[src/rtl/oled_frame_streamer.sv]
// SSD1331 Pmod driver: power-up/reset sequencing, fixed command ROM, then a continuous
// raster scan that fetches RGB565 words by pixel_index and serialises them over SPI mode 3.
module oled_frame_streamer #(
  parameter int RESET_CYCLES   = 20,
  parameter int STARTUP_CYCLES = 100,
  parameter int NUM_PIXELS     = 6144
) (
  input  logic        clk,
  input  logic        notReset,
  input  logic [15:0] oled_data,
  output logic [12:0] pixel_index,
  output logic        frame_begin,
  output logic        sending_pixels,
  output logic        cs_n,
  output logic        sclk,
  output logic        sdin,
  output logic        d_cn,
  output logic        res_n,
  output logic        vccen,
  output logic        pmoden
);

  localparam logic [2:0] ST_RST_LO   = 3'd0;
  localparam logic [2:0] ST_RST_HI   = 3'd1;
  localparam logic [2:0] ST_CMD      = 3'd2;
  localparam logic [2:0] ST_PWR_WAIT = 3'd3;
  localparam logic [2:0] ST_STREAM   = 3'd4;

  // One shared timer serves the reset/startup waits, the command byte period and the pixel slot.
  localparam int CNT_MAX_RAW = (RESET_CYCLES > STARTUP_CYCLES) ? RESET_CYCLES : STARTUP_CYCLES;
  localparam int CNT_MAX     = (CNT_MAX_RAW < 32) ? 32 : CNT_MAX_RAW;
  localparam int CNT_W       = $clog2(CNT_MAX + 1);

  localparam logic [3:0]  LAST_BYTE = 4'd8;
  localparam logic [12:0] LAST_PIX  = 13'(NUM_PIXELS - 1);

  logic [2:0]       state;
  logic [CNT_W-1:0] cnt;
  logic [3:0]       byte_idx;
  logic [15:0]      word;
  logic             primed;
  logic [7:0]       cmd_byte;
  logic             cmd_shifting;
  logic             pix_shifting;
  logic [4:0]       slot;

  assign slot = cnt[4:0];

  // NOTE: state registers use non-blocking assignments so every flop samples pre-edge values.
  always_ff @(posedge clk or negedge notReset) begin
    if (!notReset) begin
      state       <= ST_RST_LO;
      cnt         <= '0;
      byte_idx    <= '0;
      word        <= '0;
      primed      <= 1'b0;
      pixel_index <= '0;
      pmoden      <= 1'b0;
    end else begin
      pmoden <= 1'b1;
      case (state)
        ST_RST_LO: begin
          if (cnt == CNT_W'(RESET_CYCLES - 1)) begin
            state <= ST_RST_HI;
            cnt   <= '0;
          end else begin
            cnt <= cnt + 1'b1;
          end
        end
        ST_RST_HI: begin
          if (cnt == CNT_W'(RESET_CYCLES - 1)) begin
            state    <= ST_CMD;
            cnt      <= '0;
            byte_idx <= '0;
          end else begin
            cnt <= cnt + 1'b1;
          end
        end
        ST_CMD: begin
          // 16 clk shifting plus a 2 clk deselect gap, except after the final byte.
          if (cnt == CNT_W'(15) && byte_idx == LAST_BYTE) begin
            state <= ST_PWR_WAIT;
            cnt   <= '0;
          end else if (cnt == CNT_W'(17)) begin
            cnt      <= '0;
            byte_idx <= byte_idx + 1'b1;
          end else begin
            cnt <= cnt + 1'b1;
          end
        end
        ST_PWR_WAIT: begin
          if (cnt == CNT_W'(STARTUP_CYCLES - 1)) begin
            state       <= ST_STREAM;
            cnt         <= '0;
            primed      <= 1'b0;
            pixel_index <= '0;
          end else begin
            cnt <= cnt + 1'b1;
          end
        end
        ST_STREAM: begin
          // The first 32 clk only prefetch pixel 0; shifting starts once a word is held.
          if (slot == 5'd31) begin
            cnt    <= '0;
            word   <= oled_data;
            primed <= 1'b1;
          end else begin
            cnt <= cnt + 1'b1;
          end
          if (slot == 5'd0 && primed) begin
            pixel_index <= (pixel_index == LAST_PIX) ? 13'd0 : pixel_index + 13'd1;
          end
        end
        default: state <= ST_RST_LO;
      endcase
    end
  end

  always_comb begin
    case (byte_idx)
      4'd0:    cmd_byte = 8'hA0;
      4'd1:    cmd_byte = 8'h72;
      4'd2:    cmd_byte = 8'h15;
      4'd3:    cmd_byte = 8'h00;
      4'd4:    cmd_byte = 8'h5F;
      4'd5:    cmd_byte = 8'h75;
      4'd6:    cmd_byte = 8'h00;
      4'd7:    cmd_byte = 8'h3F;
      default: cmd_byte = 8'hAF;
    endcase
  end

  assign cmd_shifting = (state == ST_CMD) && (cnt < CNT_W'(16));
  assign pix_shifting = (state == ST_STREAM) && primed;

  // NOTE: idle values are assigned first so no path through this block can infer a latch.
  always_comb begin
    sclk = 1'b1;
    sdin = 1'b0;
    if (cmd_shifting) begin
      sclk = cnt[0];
      sdin = cmd_byte[3'd7 - cnt[3:1]];
    end else if (pix_shifting) begin
      sclk = cnt[0];
      sdin = word[4'd15 - cnt[4:1]];
    end
  end

  assign cs_n           = !(cmd_shifting || state == ST_STREAM);
  assign d_cn           = (state == ST_STREAM);
  assign res_n          = (state != ST_RST_LO);
  assign vccen          = (state == ST_PWR_WAIT) || (state == ST_STREAM);
  assign sending_pixels = (state == ST_STREAM);
  assign frame_begin    = pix_shifting && (slot == 5'd0) && (pixel_index == 13'd0);

endmodule

[config.mk]
export PLATFORM = sky130hd
export DESIGN_NAME = oled_frame_streamer
export DESIGN_NICKNAME = d
export VERILOG_FILES = /design/src/rtl/oled_frame_streamer.sv
export SDC_FILE = /design/constraint.sdc
export NUM_CORES = 1
export LEC_CHECK = 0
export ABC_CLOCK_PERIOD_IN_PS = 6300
export BUFFER_PORTS_ARGS = -buffer_cell sky130_fd_sc_hd__buf_2
export CORE_MARGIN = 2
export CORE_UTILIZATION = 61
export CTS_CLUSTER_DIAMETER = 60
export CTS_CLUSTER_SIZE = 14
export DETAILED_ROUTE_END_ITERATION = 12
export PLACE_DENSITY = 0.91
export SETUP_SLACK_MARGIN = 0.5
export SKIP_LAST_GASP = 1
export SLEW_MARGIN = 5
export SYNTH_ARGS = -nofsm -noshare
export SYNTH_HDL_FRONTEND = slang
export SYNTH_SLANG_ARGS = --single-unit
[constraint.sdc]
create_clock -name clk -period 6.3 [get_ports clk]
set_input_delay 1.26 -clock clk [delete_from_list [all_inputs] [get_ports clk]]
set_output_delay 1.26 -clock clk [all_outputs]
set_load 0.05 [all_outputs]
==> results of run 1 <==
==> final cells by class <==
| type | instances | area share [%] |
|---|---|---|
| well taps | 52 | 2.14 |
| clock buffers | 5 | 2.27 |
| inverters | 14 | 1.73 |
| flip-flops and latches | 45 | 37.1 |
| multi-input cells | 232 | 48.2 |
| clock inverters | 3 | 2.14 |
| repair buffers | 39 | 6.43 |
==> cell usage in the layout, fill, tap and decap left out, drive strengths merged, types with 3 or more instances in the layout <==
| cell | count |
|---|---|
| a21o | 6 |
| a21oi | 7 |
| a22o | 4 |
| a31oi | 4 |
| and3 | 7 |
| buf | 39 |
| clkbuf | 5 |
| dfrtp | 45 |
| ha | 10 |
| inv | 14 |
| mux4 | 4 |
| nand2 | 75 |
| nand2b | 5 |
| nand3 | 9 |
| nand4 | 4 |
| nor2 | 21 |
| nor2b | 4 |
| o211ai | 3 |
| o21ai | 24 |
| o31ai | 5 |
==> cell usage after synthesis (3+ instances only) <==
cell      count
ha_1         10
and3_1        6
buf_2         6
o31ai_1       5
nor2b_1       4
clkbuf_1      5
inv_1        13
a31oi_1       3
nand2b_1      4
a22o_1        4
nand4_1       4
mux4_2        4
a21o_1        6
nand3_1       8
dfrtp_1      45
nand2_1      75
nor2_1       20
a21oi_1       7
o21ai_0      24
==> path summary, 6_finish.rpt <==
| path | start | endpoint | slack, ns |
|---|---|---|---|
| max in group asynchronous | notReset | word[10]$_DFFE_PN0P_ | 4.57 |
| min in group asynchronous | notReset | pixel_index[3]$_DFFE_PN0P_ | 1.11 |
| worst min-delay path | word[9]$_DFFE_PN0P_ | word[9]$_DFFE_PN0P_ | 0.48 |
| worst max register to register | cnt[1]$_DFFE_PN0P_ | cnt[6]$_DFFE_PN0P_ | 3.76 |
| worst min register to register | word[9]$_DFFE_PN0P_ | word[9]$_DFFE_PN0P_ | 0.48 |
| worst max-delay path | state[1]$_DFFE_PN0P_ | sdin | 2.71 |
==> per-stage QoR <==
step | std cells | hold slack (ns) | area [µm²]
floorplan | 305 | 0.440 | 2720
global placement | 382 | 0.453 | 2900
detailed placement | 382 | 0.460 | 2900
CTS | 390 | 0.481 | 3040
global route | 390 | 0.505 | 3040
finish | 390 | 0.480 | 3040
==> where the power goes <==
group          internal, mW  total [mW]  switching [mW]
sequential            0.289       0.289       0.0000797
clock                 0.158       0.258           0.100
combinational       0.00396      0.0119         0.00794
==> kinds of logic (layout without fill, tap and decap cells) <==
logic type / after synthesis / after routing / share of synthesized area (%)
buf+inv: 28 / 61 / 4.83
simple gates: 144 / 144 / 26.2
compound gates: 67 / 67 / 17.4
other cells: 1 / 1 / 0.138
fa+ha+maj: 10 / 10 / 4.60
mux: 7 / 7 / 4.46
flops: 45 / 45 / 41.4
xor+xnor: 3 / 3 / 0.966
==> state kept, by name, indices dropped and copies added, names as in the netlist <==
signal / flops
pmoden: 1
pixel_index: 13
cnt: 7
primed: 1
state: 3
word: 16
byte_idx: 4
==> tightest hold or removal path, stage by stage, from the launching register on <==
cell	delay, ns
dfrtp_1	0.34
nand2_1	0.05
nand2_1	0.06
==> per-layer routing <==
layer / share of wire, % / track usage [%] / vias up
met5: 0 / 0 / -
met4: 2.0 / 10.7 / 0
met3: 5.3 / 2.99 / 10
met2: 48 / 38.2 / 84
met1: 44 / 37.0 / 1101
li1: - / - / 1133
==> reports/metrics.csv, run 1 <==
metric;value;unit
status;finished clean;
drt_iter0_drc;156;
io_buffers;39;
synth_top_cell_by_area;dfrtp_1;
fin_tns_setup;0;ns
die_w;70.8;µm
first_pass_iters;4;
dp.final_hpwl;4220;µm
yosysWarnings;0;
syn_area_per_cell;8.92;µm²
setup_violations;0;
hp-class;flop to flop;
post_cts_buffers;0;
clock-sinks;45;
drive_above_1_share;19.5;%
final_max_slew_viol_count;0;
boundaryPins;40;
synth_edf_count;0;
cp_num_cells;6;
synthFlopType;dfrtp_1;
final-hold-violation-count;0;
cp_top_family;simple AND/OR/NAND/NOR gates;
max_freq;278;MHz
rsz0062_at_grt;false;
startpoint_type;flop;
start_util;62.9;%
nNetsFinal;365;
root_buffer;clkbuf_8;
overflow;0;
drc;0;
path_buf_inv;2;
netlist_area;2720;µm²
fillers;329;
synth-async-reset-ratio;100;%
syn_nets;333;
critPathKind;flop to output port;
cts_buffers;5;
setup_slack;2.71;ns
vdd_ir_drop_max;185;µV
area_delta_synth_final;11.6;%
cts.htree.levels;2;
clock_skew;0.00870;ns
worstRegToRegCells;6;
holdBufCountCts;0;
ys_seq_area_share;41.4;%
total_power;559;µW
core-area;4320;µm²
cp.arrival;2.33;ns
synth-seq-cells;45;
maxCapViolations;0;
clkLatencyLatePin;0.30;ns
grtUsageTotal;25.2;%
regArea;1130;µm²
routedWlPerCell;15.2;µm
critPathCaptureType;output port;
place_congestion;0.960;
max_slew_margin;34.3;%
ys_top_cells_by_area;dfrtp_1, nand2_1, ha_1;
antenna_found_initial;0;
fin_crit;3.59;ns
cp_max_fo;10;
via_per_inst;5.97;
num_antenna_cells;0;
drtAntennaViolNets;0;
cts-resized-gates;0;
dieArea;5010;µm²
cp.required;5.04;ns
path_clk_slew;0.08;ns
vias;2328;
min_delay_path_depth;2;
crit_path_top_delay_cell;dfrtp_1;
slowest_delay;0.51;ns
synth_top_area_share;41.4;%
ys_types;61;
grt_max_degree;46;
power_leakage;1.44;nW
fin_crit_sh;57.0;%
multi_input_area;1460;µm²
crit_chain;inv_1, or3_4, or4_4, a311oi_2, a21o_1, buf_2;
tightest_slew;0.986;ns
cts.path.max_buffers;2;
cts_tree;built;
grt_pass1_vias;2170;
grt_first_pass_wirelength;10200;µm
routed_wl;5930;µm
cellPowerDensity;184;nW/µm²
fin_util;70.2;%
dp_slack;3.04;ns
die_h;70.8;µm
syn_inst;305;
core.rowCount;24;
Power figures use the tool's default switching activity.
==> inputs of run 2 (changes only) <==
--- a/config.mk
+++ b/config.mk
@@ -5,14 +5,14 @@
 export SDC_FILE = /design/constraint.sdc
 export NUM_CORES = 1
 export LEC_CHECK = 0
-export ABC_CLOCK_PERIOD_IN_PS = 6300
+export ABC_CLOCK_PERIOD_IN_PS = 3200
 export BUFFER_PORTS_ARGS = -buffer_cell sky130_fd_sc_hd__buf_2
 export CORE_MARGIN = 2
-export CORE_UTILIZATION = 61
+export CORE_UTILIZATION = 52
 export CTS_CLUSTER_DIAMETER = 60
 export CTS_CLUSTER_SIZE = 14
 export DETAILED_ROUTE_END_ITERATION = 12
-export PLACE_DENSITY = 0.91
+export PLACE_DENSITY = 0.84
 export SETUP_SLACK_MARGIN = 0.5
 export SKIP_LAST_GASP = 1
 export SLEW_MARGIN = 5
==> constraint.sdc (replaced) <==
create_clock -name clk -period 3.2 [get_ports clk]
set_input_delay 0.64 -clock clk [delete_from_list [all_inputs] [get_ports clk]]
set_output_delay 0.64 -clock clk [all_outputs]
set_load 0.05 [all_outputs]
==> reports/metrics.csv, run 2 (synthesis gave the netlist of run 1 again) <==
metric;value;unit
layout_commonest_cell;nand2_1;
fin_tns_setup;0;ns
status;finished clean;
fin_crit_sh;86.5;%
path_buf_inv;1;
fin_util;61.9;%
path_clk_slew;0.09;ns
top_register;word;
routed_wl;6070;µm
drt_iter0_drc;157;
fin_crit;2.77;ns
tightest_slew;0.996;ns
die_h;76.3;µm
dieArea;5830;µm²
final_max_slew_viol_count;0;
holdBufCountCts;0;
dp.final_hpwl;4140;µm
crit_path_top_delay_cell;dfrtp_2;
rsz0062_at_grt;true;
io_buffers;39;
worstRegToRegCells;7;
area_delta_synth_final;15.5;%
max_freq;361;MHz
critPathCaptureType;output port;
cts_tree;built;
routedWlPerCell;14.5;µm
max_slew_margin;33.6;%
clock_skew;0.00990;ns
hp-class;flop to flop;
antenna_found_initial;0;
clkLatencyLatePin;0.31;ns
place_congestion;0.867;
reg.largest.list;word x16, pixel_index x13, cnt x7;
cp.arrival;2.13;ns
grtUsageTotal;21.8;%
via_per_inst;5.61;
drtAntennaViolNets;0;
cts.htree.levels;2;
final_cell_mix;nand2_1, dfrtp_1, buf_2, o21ai_0, nor2_1;
nNetsFinal;375;
final-hold-violation-count;0;
grt_pass1_vias;2216;
power_leakage;1.48;nW
holdWs;0.482;ns
num_antenna_cells;0;
crit_chain;or3_4, or4_4, a311oi_2, a21o_1, buf_6;
cellPowerDensity;329;nW/µm²
drc;0;
start_util;53.6;%
largest_reg_flops;16;
cp.required;2.56;ns
startpoint_type;flop;
slowest_delay;0.45;ns
root_buffer;clkbuf_8;
cts.path.max_buffers;2;
boundaryPins;40;
overflow;0;
drive_above_1_share;24.1;%
grt_max_degree;46;
die_w;76.3;µm
vias;2343;
setup_violations;0;
critPathKind;flop to output port;
first_pass_iters;4;
grt_first_pass_wirelength;10400;µm
min_delay_path_depth;2;
vdd_ir_drop_max;244;µV
cts_buffers;5;
cp_num_cells;5;
core-area;5070;µm²
cp_top_family;simple AND/OR/NAND/NOR gates;
cp_max_fo;5;
clock-sinks;45;
core.rowCount;26;
maxCapViolations;0;
## run 2: per-layer routing
metal	global-route usage (%)	wire, µm	vias to the layer above
met2	34.1	2940	52
li1	-	-	1146
met5	0	0	-
met1	31.2	2810	1140
met3	3.67	248	5
met4	6.73	67	0
## run 2: cell type report
class                      count  area, µm²
fill                         444       1930
inverter                      14       52.6
timing repair buffer          49        279
clock buffer                   5       68.8
clock inverter                 3       46.3
tap                           70       87.6
multi-input combinational    232       1480
sequential                    45       1130
## run 2: path summary, 6_finish.rpt
check                                startpoint  slack (ns)                          to
hold reg to reg            word[10]$_DFFE_PN0P_        0.48        word[10]$_DFFE_PN0P_
setup reg to reg             cnt[1]$_DFFE_PN0P_        0.98     byte_idx[3]$_DFFE_PN0P_
setup / recovery           state[0]$_DFFE_PN0P_        0.43                        sdin
min in group asynchronous              notReset        0.50  pixel_index[0]$_DFFE_PN0P_
hold / removal             word[10]$_DFFE_PN0P_        0.48        word[10]$_DFFE_PN0P_
max in group asynchronous              notReset        2.02        state[0]$_DFFE_PN0P_
## run 2: repair_timing
item | 4_1_cts | 5_1_grt
hold endpoints to repair | 0 | 0
pin swaps | 0 | 1
buffers inserted | 6 | 3
setup endpoints to repair | 4 | 2
gates cloned | 0 | 0
resized for setup | 9 | 2
## run 2: worst reg2reg max path, cell delays in order, from the launching register on
cell and delay (ns):
dfrtp_2 0.44, buf_4 0.16, ha_1 0.25, nor2b_1 0.30, a21oi_1 0.11, or3b_4 0.41, or2_1 0.27, o41ai_2 0.20
## run 2: through the flow
step	total power, mW	std cells	setup slack [ns]	area [µm²]
after global routing	1.07	418	0.361	3140
after detailed placement	0.604	401	0.566	2940
after CTS	1.04	415	0.434	3110
final	1.04	418	0.433	3140
after global placement	0.604	401	0.602	2940
after floorplan	0.583	305	0.646	2730
## run 2: power breakdown
| part | switching, mW | internal [mW] |
|---|---|---|
| Combinational | 0.0156 | 0.00777 |
| Clock | 0.209 | 0.234 |
| Sequential | 0.000104 | 0.569 |
| Total | 0.225 | 0.810 |
==> inputs of run 3 (changes only) <==
--- a/config.mk
+++ b/config.mk
@@ -8,11 +8,12 @@
 export ABC_CLOCK_PERIOD_IN_PS = 3200
 export BUFFER_PORTS_ARGS = -buffer_cell sky130_fd_sc_hd__buf_2
 export CORE_MARGIN = 2
-export CORE_UTILIZATION = 52
+export CORE_UTILIZATION = 53
+export CTS_BUF_LIST = sky130_fd_sc_hd__clkbuf_4
 export CTS_CLUSTER_DIAMETER = 60
 export CTS_CLUSTER_SIZE = 14
 export DETAILED_ROUTE_END_ITERATION = 12
-export PLACE_DENSITY = 0.84
+export PLACE_DENSITY = 0.78
 export SETUP_SLACK_MARGIN = 0.5
 export SKIP_LAST_GASP = 1
 export SLEW_MARGIN = 5
==> reports/metrics.csv, run 3 (synthesis gave the netlist of run 1 again) <==
metric;value;unit
cp.arrival;2.21;ns
reg.largest.list;word x16, pixel_index x13, cnt x7;
drt_iter0_drc;182;
drc;0;
fin_crit_sh;89.0;%
die_w;75.6;µm
maxCapViolations;0;
layout_commonest_cell;nand2_1;
vdd_ir_drop_max;265;µV
routedWlPerCell;14.5;µm
power_leakage;1.45;nW
overflow;0;
cp.required;2.56;ns
path_buf_inv;1;
rsz0062_at_grt;true;
first_pass_iters;4;
tightest_slew;1.00;ns
critPathKind;flop to output port;
nNetsFinal;374;
cts_buffers;5;
path_clk_slew;0.15;ns
vias;2364;
fin_util;61.7;%
cts.path.max_buffers;2;
final_max_slew_viol_count;0;
clock-sinks;45;
dp_slack;0.559;ns
crit_path_top_delay_cell;or4_4;
dieArea;5720;µm²
ff2ff_setup_slack;1.03;ns
drtAntennaViolNets;0;
startpoint_type;flop;
start_util;53.9;%
slowest_delay;0.45;ns
regArea;1130;µm²
area_delta_synth_final;14.4;%
grt_first_pass_wirelength;10200;µm
cp_top_family;simple AND/OR/NAND/NOR gates;
wl_met2;2830;µm
max_slew_margin;33.0;%
dp.final_hpwl;4240;µm
antenna_found_initial;0;
cts.htree.levels;2;
final_cell_mix;nand2_1, dfrtp_1, buf_2, o21ai_0, nor2_1;
via_per_inst;5.67;
hp-class;primary input to asynchronous set/reset pin;
die_h;75.6;µm
routed.top_layer;met4;
grt_pass1_vias;2199;
place_area;2940;µm²
setup_slack;0.352;ns
final-hold-violation-count;0;
root_buffer;clkbuf_4;
largest_reg_flops;16;
clock_skew;0.0187;ns
cts_tree;built;
routed_wl;6070;µm
grtUsageTotal;23.6;%
core.rowCount;26;
place_congestion;0.902;
grt_max_degree;46;
cellPowerDensity;308;nW/µm²
clkLatencyLatePin;0.38;ns
io_buffers;39;
top_register;word;
num_antenna_cells;0;
critPathCaptureType;output port;
met1_length;2780;µm
boundaryPins;40;
stdcell_area;3110;µm²
fillers;449;
fin_tns_setup;0;ns
setup_violations;0;
multi_input_area;1470;µm²
total_power;959;µW
drive_above_1_share;23.6;%
cp_max_fo;5;
met3_wirelength;326;µm
fin_crit;2.85;ns
crit_chain;or3_4, or4_4, a311oi_2, a21o_1, buf_6;
status;finished clean;
max_freq;351;MHz
core-area;5040;µm²
-- run 3: final timing paths --
check / startpoint / end / cells past startpoint
min reg2reg: word[12]$_DFFE_PN0P_ / word[12]$_DFFE_PN0P_ / 2
max in group asynchronous: notReset / state[1]$_DFFE_PN0P_ / 1
min in group clk: oled_data[13] / word[13]$_DFFE_PN0P_ / 3
max: state[2]$_DFFE_PN0P_ / sdin / 5
max reg2reg: state[0]$_DFFE_PN0P_ / pixel_index[3]$_DFFE_PN0P_ / 8
min: notReset / cnt[3]$_DFFE_PN0P_ / 1
-- run 3: per-layer routing --
layer,vias to the layer above,global-route usage (%)
met5,-,0
met4,0,10.9
met3,10,3.84
met2,78,35.9
met1,1125,33.1
li1,1151,-
-- run 3: report_power, final --
part	internal (mW)	leakage [nW]	switching [mW]
Clock	0.165	0.0414	0.201
Combinational	0.00778	0.891	0.0159
Sequential	0.569	0.521	0.000149
Total	0.743	1.45	0.217
-- run 3: cell type report --
| type | count | area share [%] |
|---|---|---|
| Clock buffer | 5 | 1.21 |
| Clock inverter | 3 | 1.49 |
| Inverter | 14 | 1.69 |
| Multi-Input combinational cell | 232 | 47.3 |
| Sequential cell | 45 | 36.4 |
| Tap cell | 70 | 2.82 |
| Timing Repair Buffer | 48 | 9.13 |
-- run 3: through the flow --
stage,hold slack [ns],instances
finish,0.412,417
global route,0.437,417
CTS,0.423,415
detailed placement,0.463,402
global placement,0.455,402
floorplan,0.344,305
-- run 3: repair_timing --
action | CTS | global route
setup endpoints to repair | 4 | 4
hold buffers | 0 | 0
pin swaps | 1 | 1
setup buffers | 5 | 2
resized for setup | 11 | 2
